## src/rtl/mdu_hilo.sv

```systemverilog
// rtl/mdu_hilo.sv - iterative multiply/divide unit with architectural HI/LO registers
module mdu_hilo #(
   parameter int WIDTH = 32,
   parameter int ITER  = 32
) (
   input  logic             clk,
   input  logic             rst_n,
   input  logic             start,
   input  logic [1:0]       op,
   input  logic [WIDTH-1:0] rs_data,
   input  logic [WIDTH-1:0] rt_data,
   input  logic             hi_we,
   input  logic             lo_we,
   input  logic [WIDTH-1:0] wdata,
   output logic [WIDTH-1:0] hi,
   output logic [WIDTH-1:0] lo,
   output logic             busy,
   output logic             done
);

   localparam int CW = $clog2(ITER);

   typedef enum logic [1:0] {IDLE, RUN, FIX} stateT;

   stateT                state, nextState;
   logic [CW-1:0]        cnt;
   logic                 isDiv, negRes, negRem;
   logic [WIDTH-1:0]     addend;
   logic [2*WIDTH-1:0]   acc;
   logic [WIDTH-1:0]     hiReg, loReg;
   logic                 doneReg;

   // op[0] set means unsigned, op[1] set means divide
   logic                 isSigned, divZero;
   logic [WIDTH-1:0]     absRs, absRt;
   logic [WIDTH:0]       mulSum;
   logic [2*WIDTH-1:0]   mulNext;
   logic [2*WIDTH:0]     divShift;
   logic [WIDTH:0]       divTrial;
   logic [2*WIDTH-1:0]   divNext;
   logic [2*WIDTH-1:0]   prodFix;
   logic [WIDTH-1:0]     quoFix, remFix;

   assign isSigned = ~op[0];
   assign divZero  = (rt_data == '0);

   // Operand magnitudes; the most negative value maps onto itself, which is correct read as unsigned
   always_comb begin
      absRs = (isSigned && rs_data[WIDTH-1]) ? -rs_data : rs_data;
      absRt = (isSigned && rt_data[WIDTH-1]) ? -rt_data : rt_data;
   end

   // One shift-add step: the multiplier sits in the low half and is consumed LSB first
   always_comb begin
      mulSum  = {1'b0, acc[2*WIDTH-1:WIDTH]} + {1'b0, (acc[0] ? addend : {WIDTH{1'b0}})};
      mulNext = {mulSum, acc[WIDTH-1:1]};
   end

   // One restoring-divide step: remainder in the high half, quotient bits enter at the bottom
   always_comb begin
      divShift = {acc, 1'b0};
      divTrial = divShift[2*WIDTH:WIDTH] - {1'b0, addend};
      divNext  = divTrial[WIDTH] ? divShift[2*WIDTH-1:0]
                                 : {divTrial[WIDTH-1:0], divShift[WIDTH-1:1], 1'b1};
   end

   // Final sign correction of the magnitude results
   always_comb begin
      prodFix = negRes ? -acc : acc;
      quoFix  = negRes ? -acc[WIDTH-1:0] : acc[WIDTH-1:0];
      remFix  = negRem ? -acc[2*WIDTH-1:WIDTH] : acc[2*WIDTH-1:WIDTH];
   end

   // State register
   always_ff @(posedge clk or negedge rst_n) begin
      if (!rst_n) state <= IDLE;
      else        state <= nextState;
   end

   // Next-state logic
   always_comb begin
      nextState = state;
      case (state)
         IDLE:    if (start) nextState = RUN;
         RUN:     if (cnt == CW'(ITER - 1)) nextState = FIX;
         FIX:     nextState = IDLE;
         default: nextState = IDLE;
      endcase
   end

   // Outputs decoded from state
   always_comb begin
      busy = (state != IDLE);
   end

   // Datapath: operand capture, iteration, HI/LO update and done pulse
   always_ff @(posedge clk or negedge rst_n) begin
      if (!rst_n) begin
         cnt     <= '0;
         isDiv   <= 1'b0;
         negRes  <= 1'b0;
         negRem  <= 1'b0;
         addend  <= '0;
         acc     <= '0;
         hiReg   <= '0;
         loReg   <= '0;
         doneReg <= 1'b0;
      end else begin
         doneReg <= (state == FIX);
         case (state)
            IDLE: begin
               if (hi_we) hiReg <= wdata;
               if (lo_we) loReg <= wdata;
               if (start) begin
                  cnt    <= '0;
                  isDiv  <= op[1];
                  // divide by zero keeps the all-ones quotient unnegated
                  negRes <= isSigned & (rs_data[WIDTH-1] ^ rt_data[WIDTH-1]) & ~(op[1] & divZero);
                  negRem <= isSigned & op[1] & rs_data[WIDTH-1];
                  addend <= op[1] ? absRt : absRs;
                  acc    <= {{WIDTH{1'b0}}, (op[1] ? absRs : absRt)};
               end
            end
            RUN: begin
               cnt <= cnt + 1'b1;
               acc <= isDiv ? divNext : mulNext;
            end
            FIX: begin
               if (isDiv) begin
                  hiReg <= remFix;
                  loReg <= quoFix;
               end else begin
                  hiReg <= prodFix[2*WIDTH-1:WIDTH];
                  loReg <= prodFix[WIDTH-1:0];
               end
            end
            default: ;
         endcase
      end
   end

   assign hi   = hiReg;
   assign lo   = loReg;
   assign done = doneReg;

endmodule

```

## config.mk

```make
export PLATFORM = sky130hd
export DESIGN_NAME = mdu_hilo
export DESIGN_NICKNAME = d
export VERILOG_FILES = /design/src/rtl/mdu_hilo.sv
export SDC_FILE = /design/constraint.sdc
export NUM_CORES = 1
export LEC_CHECK = 0
export BUFFER_PORTS_ARGS = -buffer_cell sky130_fd_sc_hd__buf_2
export CORE_MARGIN = 4
export CORE_UTILIZATION = 40
export CTS_CLUSTER_DIAMETER = 120
export DETAILED_ROUTE_END_ITERATION = 16
export PLACE_DENSITY = 0.6
export SLEW_MARGIN = 15
export SYNTH_ARGS = -nofsm -noshare
export SYNTH_HDL_FRONTEND = slang
export SYNTH_SLANG_ARGS = --single-unit
```

## constraint.sdc

```tcl
create_clock -name clk -period 3.9 [get_ports clk]
set_input_delay 0.78 -clock clk [delete_from_list [all_inputs] [get_ports clk]]
set_output_delay 0.78 -clock clk [all_outputs]
set_load 0.02 [all_outputs]
```

==> flow_summary.yaml <==
place:
  place.detailed.hpwl_um: 42000
  port-buffer-count: 168
  place.gp.congestion: 0.990
logic_synthesis:
  synth.area.mux_share: 0.0289
  cell_area_synth_um2: 14600
  ys_seq_area_frac: 0.293
  synth_compound_area_frac: 0.281
  synth_async_reset_ratio: 1.00
  yosysUniqueCellTypes: 73
  yosys_most_used_dff: "dfrtp_1"
  synth_warnings: 0
  synth_top_family_by_area: "compound AO/OA/AOI/OAI gates"
  synth_top_cell_by_area: "dfrtp_1"
  synthesis.nets: 2075
  synth_simple_gate_area_frac: 0.188
  synthXorXnorAreaFrac: 0.100
  synthAdderAreaFrac: 0.0626
  synth_seq_cells: 171
  number_of_enable_flip_flop_cells_after_synthesis: 0
  postSynthAreaPerCell_um2: 7.70
  yosys-top-cells-area: "dfrtp_1, o21ai_0, a21oi_1, ha_1, xnor2_1"
  postSynthCellCount: 1900
  synth_top_area_share: 0.293
global_routing:
  first_global_vias: 14400
  gr-total-overflow: 0
  antenna_violations_before_repair: 1
  track_usage: 0.267
  grt_start_max_net_pins: 65
  grt_pass1_wl_um: 82800
sta:
  slew_headroom: 0.219
  grt_setup_unrepaired: "false"
  fmax_mhz: 273
  setup_viol: 0
  slew_viol_final: 0
  timing_worst_slew_pin_value_ps: 1170
  clock-skew-final_ps: 21.8
  hold_violations: 0
  layout_min_cycle_time_ps: 3670
  timing.setup.tns_ps: 0
  final.period_utilization: 0.940
floorplanning:
  fp.dieH_um: 199
  ios: 169
  fp.dieArea_um2: 39700
  start_util: 0.408
  placementRows: 69
  core_area_um2: 35800
  die_w_um: 199
critical_path:
  critical_path_required_ps: 4260
  worstSetupPathType: "register to register"
  crit_path_end_kind: "register"
  kind_of_start_point_of_the_critical_path: "register"
  crit_fanout: 6
  reg2reg_depth: 17
  critPathArrivalTime_ps: 4030
layout:
  antenna_cells_inserted: 0
  final_core_utilization: 0.473
  drive_above_1_share: 0.156
  fillerInstances: 3572
  layout-area-overhead-vs-synth_pct: 16.0
  finish.net_count: 2241
outcome:
  status: "finished, final reports clean"
power:
  p_leak_nw: 7.47
  design_power_total_w: 0.0169
  maximum_vdd_drop_mv: 0.615
  power_switching_w: 0.00864
  share_comb_of_total_power: 0.693
  p_int_w: 0.00823
  pwr-share-clk: 0.104
  seq_power_share: 0.203
  total_power_density_per_cell_area_nw_per_um2: 995
  switching_share_of_power: 0.512
clocking:
  numCtsBuffers: 17
  clock-root-buffer: "clkbuf_16"
  cts.clk_slew.worst_paths_ps: 70
  hold_fix_buffers_at_cts: 0
  postCtsSetupRepairBufs: 0
  cts_resized: 0
  cts_num_sinks: 171
  cts_max_path_buffers: 2
  htreeDepth: 4
  worstSkewPairLatency_ps: 470
  tritoncts: "done"
route:
  route.detailed.vias_per_inst: 5.93
  drt_pre_antenna_iters: 5
  detail_route.drc_violations: 0
  wl_per_cell_um: 21.1
  routed-via-count: 15100
  first_iter_violations: 1319
  detail-route-antenna-nets: 0
  totalWireLength_um: 53600
worst_hold_path:
  holdCritPathClass: "input pin to asynchronous set/reset pin"
job:
  drv.max_cap_violation_count: 0
## per-stage QoR
step | hold slack (ps) | instances | setup slack (ps) | area, µm²
final | 298 | 2540 | 232 | 17000
after global routing | 352 | 2540 | 5.93 | 17000
after floorplan | 449 | 1900 | 503 | 14600
after global placement | 457 | 2508 | 173 | 16400
after CTS | 323 | 2540 | 198 | 17000
after detailed placement | 464 | 2508 | 147 | 16400
## logic make-up after synthesis
| family | Yosys count |
|---|---|
| AND/OR/NAND/NOR | 593 |
| AO/OA/AOI/OAI | 677 |
| buffers and inverters | 178 |
| adder cells (fa/ha/maj) | 72 |
| XOR/XNOR | 167 |
| flip-flops | 171 |
| multiplexers | 42 |
## critical path, stage by stage, from the launching register on
cell and delay [ps]:
dfrtp_1 360, buf_4 170, and2_1 130, ha_1 200, inv_1 70, fa_1 410, nor2b_1 200, o2111ai_1 210
a21oi_1 260, o21ai_1 190, o31ai_2 290, buf_4 190, a21oi_1 100, o21ai_0 200, buf_4 170, xor2_1 160
nor2_1 60, a211oi_1 200
## synth_stat cells, types with 3 or more instances
cell / count
or3_1: 19
o211ai_1: 25
nor2b_1: 15
and2_1: 13
a221o_1: 6
a22oi_1: 22
a31o_2: 3
and3_1: 15
clkbuf_1: 108
o311ai_0: 5
buf_2: 3
buf_1: 5
dfrtp_1: 171
nor3_1: 31
o31ai_1: 31
nor2_1: 200
or2_2: 5
xor2_1: 71
a31oi_1: 23
nand2b_1: 18
or4_1: 15
a21o_1: 38
ha_1: 70
o21bai_1: 12
a21oi_1: 202
nand4_1: 14
nand2_1: 193
nand3_1: 26
o221ai_1: 6
o41ai_1: 9
o22ai_1: 3
a221oi_1: 7
o31a_1: 3
mux2i_1: 40
nor4_1: 11
inv_1: 58
o21a_1: 12
xnor2_1: 96
a211oi_1: 37
o21ai_0: 209
## area by class of cell
class                      count  area [µm²]  area share
tap                          461         577      0.0340
inverter                      61         229      0.0135
sequential                   171        4280       0.252
clock inverter                12         129     0.00760
multi-input combinational   1551        9710       0.572
timing repair buffer         264        1590      0.0939
clock buffer                  20         447      0.0263
## final timing paths
kind                       slack (ps)                   to               start
setup / recovery                  230  acc[59]$_DFFE_PN0P_  acc[0]$_DFFE_PN0P_
hold / removal                    300   lo[10]$_DFFE_PN0P_               rst_n
setup reg to reg                  230  acc[59]$_DFFE_PN0P_  acc[0]$_DFFE_PN0P_
hold reg to reg                   470   lo[11]$_DFFE_PN0P_  lo[11]$_DFFE_PN0P_
max in group asynchronous        2690  acc[47]$_DFFE_PN0P_               rst_n
min in group clk                  470   lo[11]$_DFFE_PN0P_  lo[11]$_DFFE_PN0P_
## placed cells by master (no fill, tap or decap), drive strengths merged, types with 20 or more instances in the layout
master	netlist	final
ha	70	70
nor2	200	200
o211ai	25	25
mux2i	40	40
nand3	26	26
dfrtp	171	171
xor2	71	71
nand2	194	194
buf	9	264
nor3	31	31
a21oi	203	203
xnor2	96	96
inv	59	65
a22oi	22	22
a21o	38	38
o31ai	31	31
clkbuf	108	20
a211oi	37	37
a31oi	23	23
o21ai	211	211
## metal layers
layer,share of wire,track usage,vias to the layer above
met5,0,0,-
met4,0.039,0.0998,0
met3,0.065,0.0398,85
met2,0.44,0.425,580
met1,0.45,0.370,7202
li1,-,-,7193
## registers in the layout (all words and copies together) (netlist names)
| signal | cells |
|---|---|
| state | 2 |
| addend | 32 |
| hi | 32 |
| done | 1 |
| lo | 32 |
| acc | 64 |
| negRes | 1 |
| negRem | 1 |
| cnt | 5 |
| isDiv | 1 |
## power by group through the flow
stage               clock network, W  registers [W]  logic, W
floorplan                          0        0.00370   0.00753
global placement                   0        0.00343    0.0113
detailed placement                 0        0.00344    0.0115
CTS                          0.00178        0.00341    0.0115
global route                 0.00185        0.00354    0.0128
finish                       0.00175        0.00342    0.0117
Power figures use the tool's default switching activity.
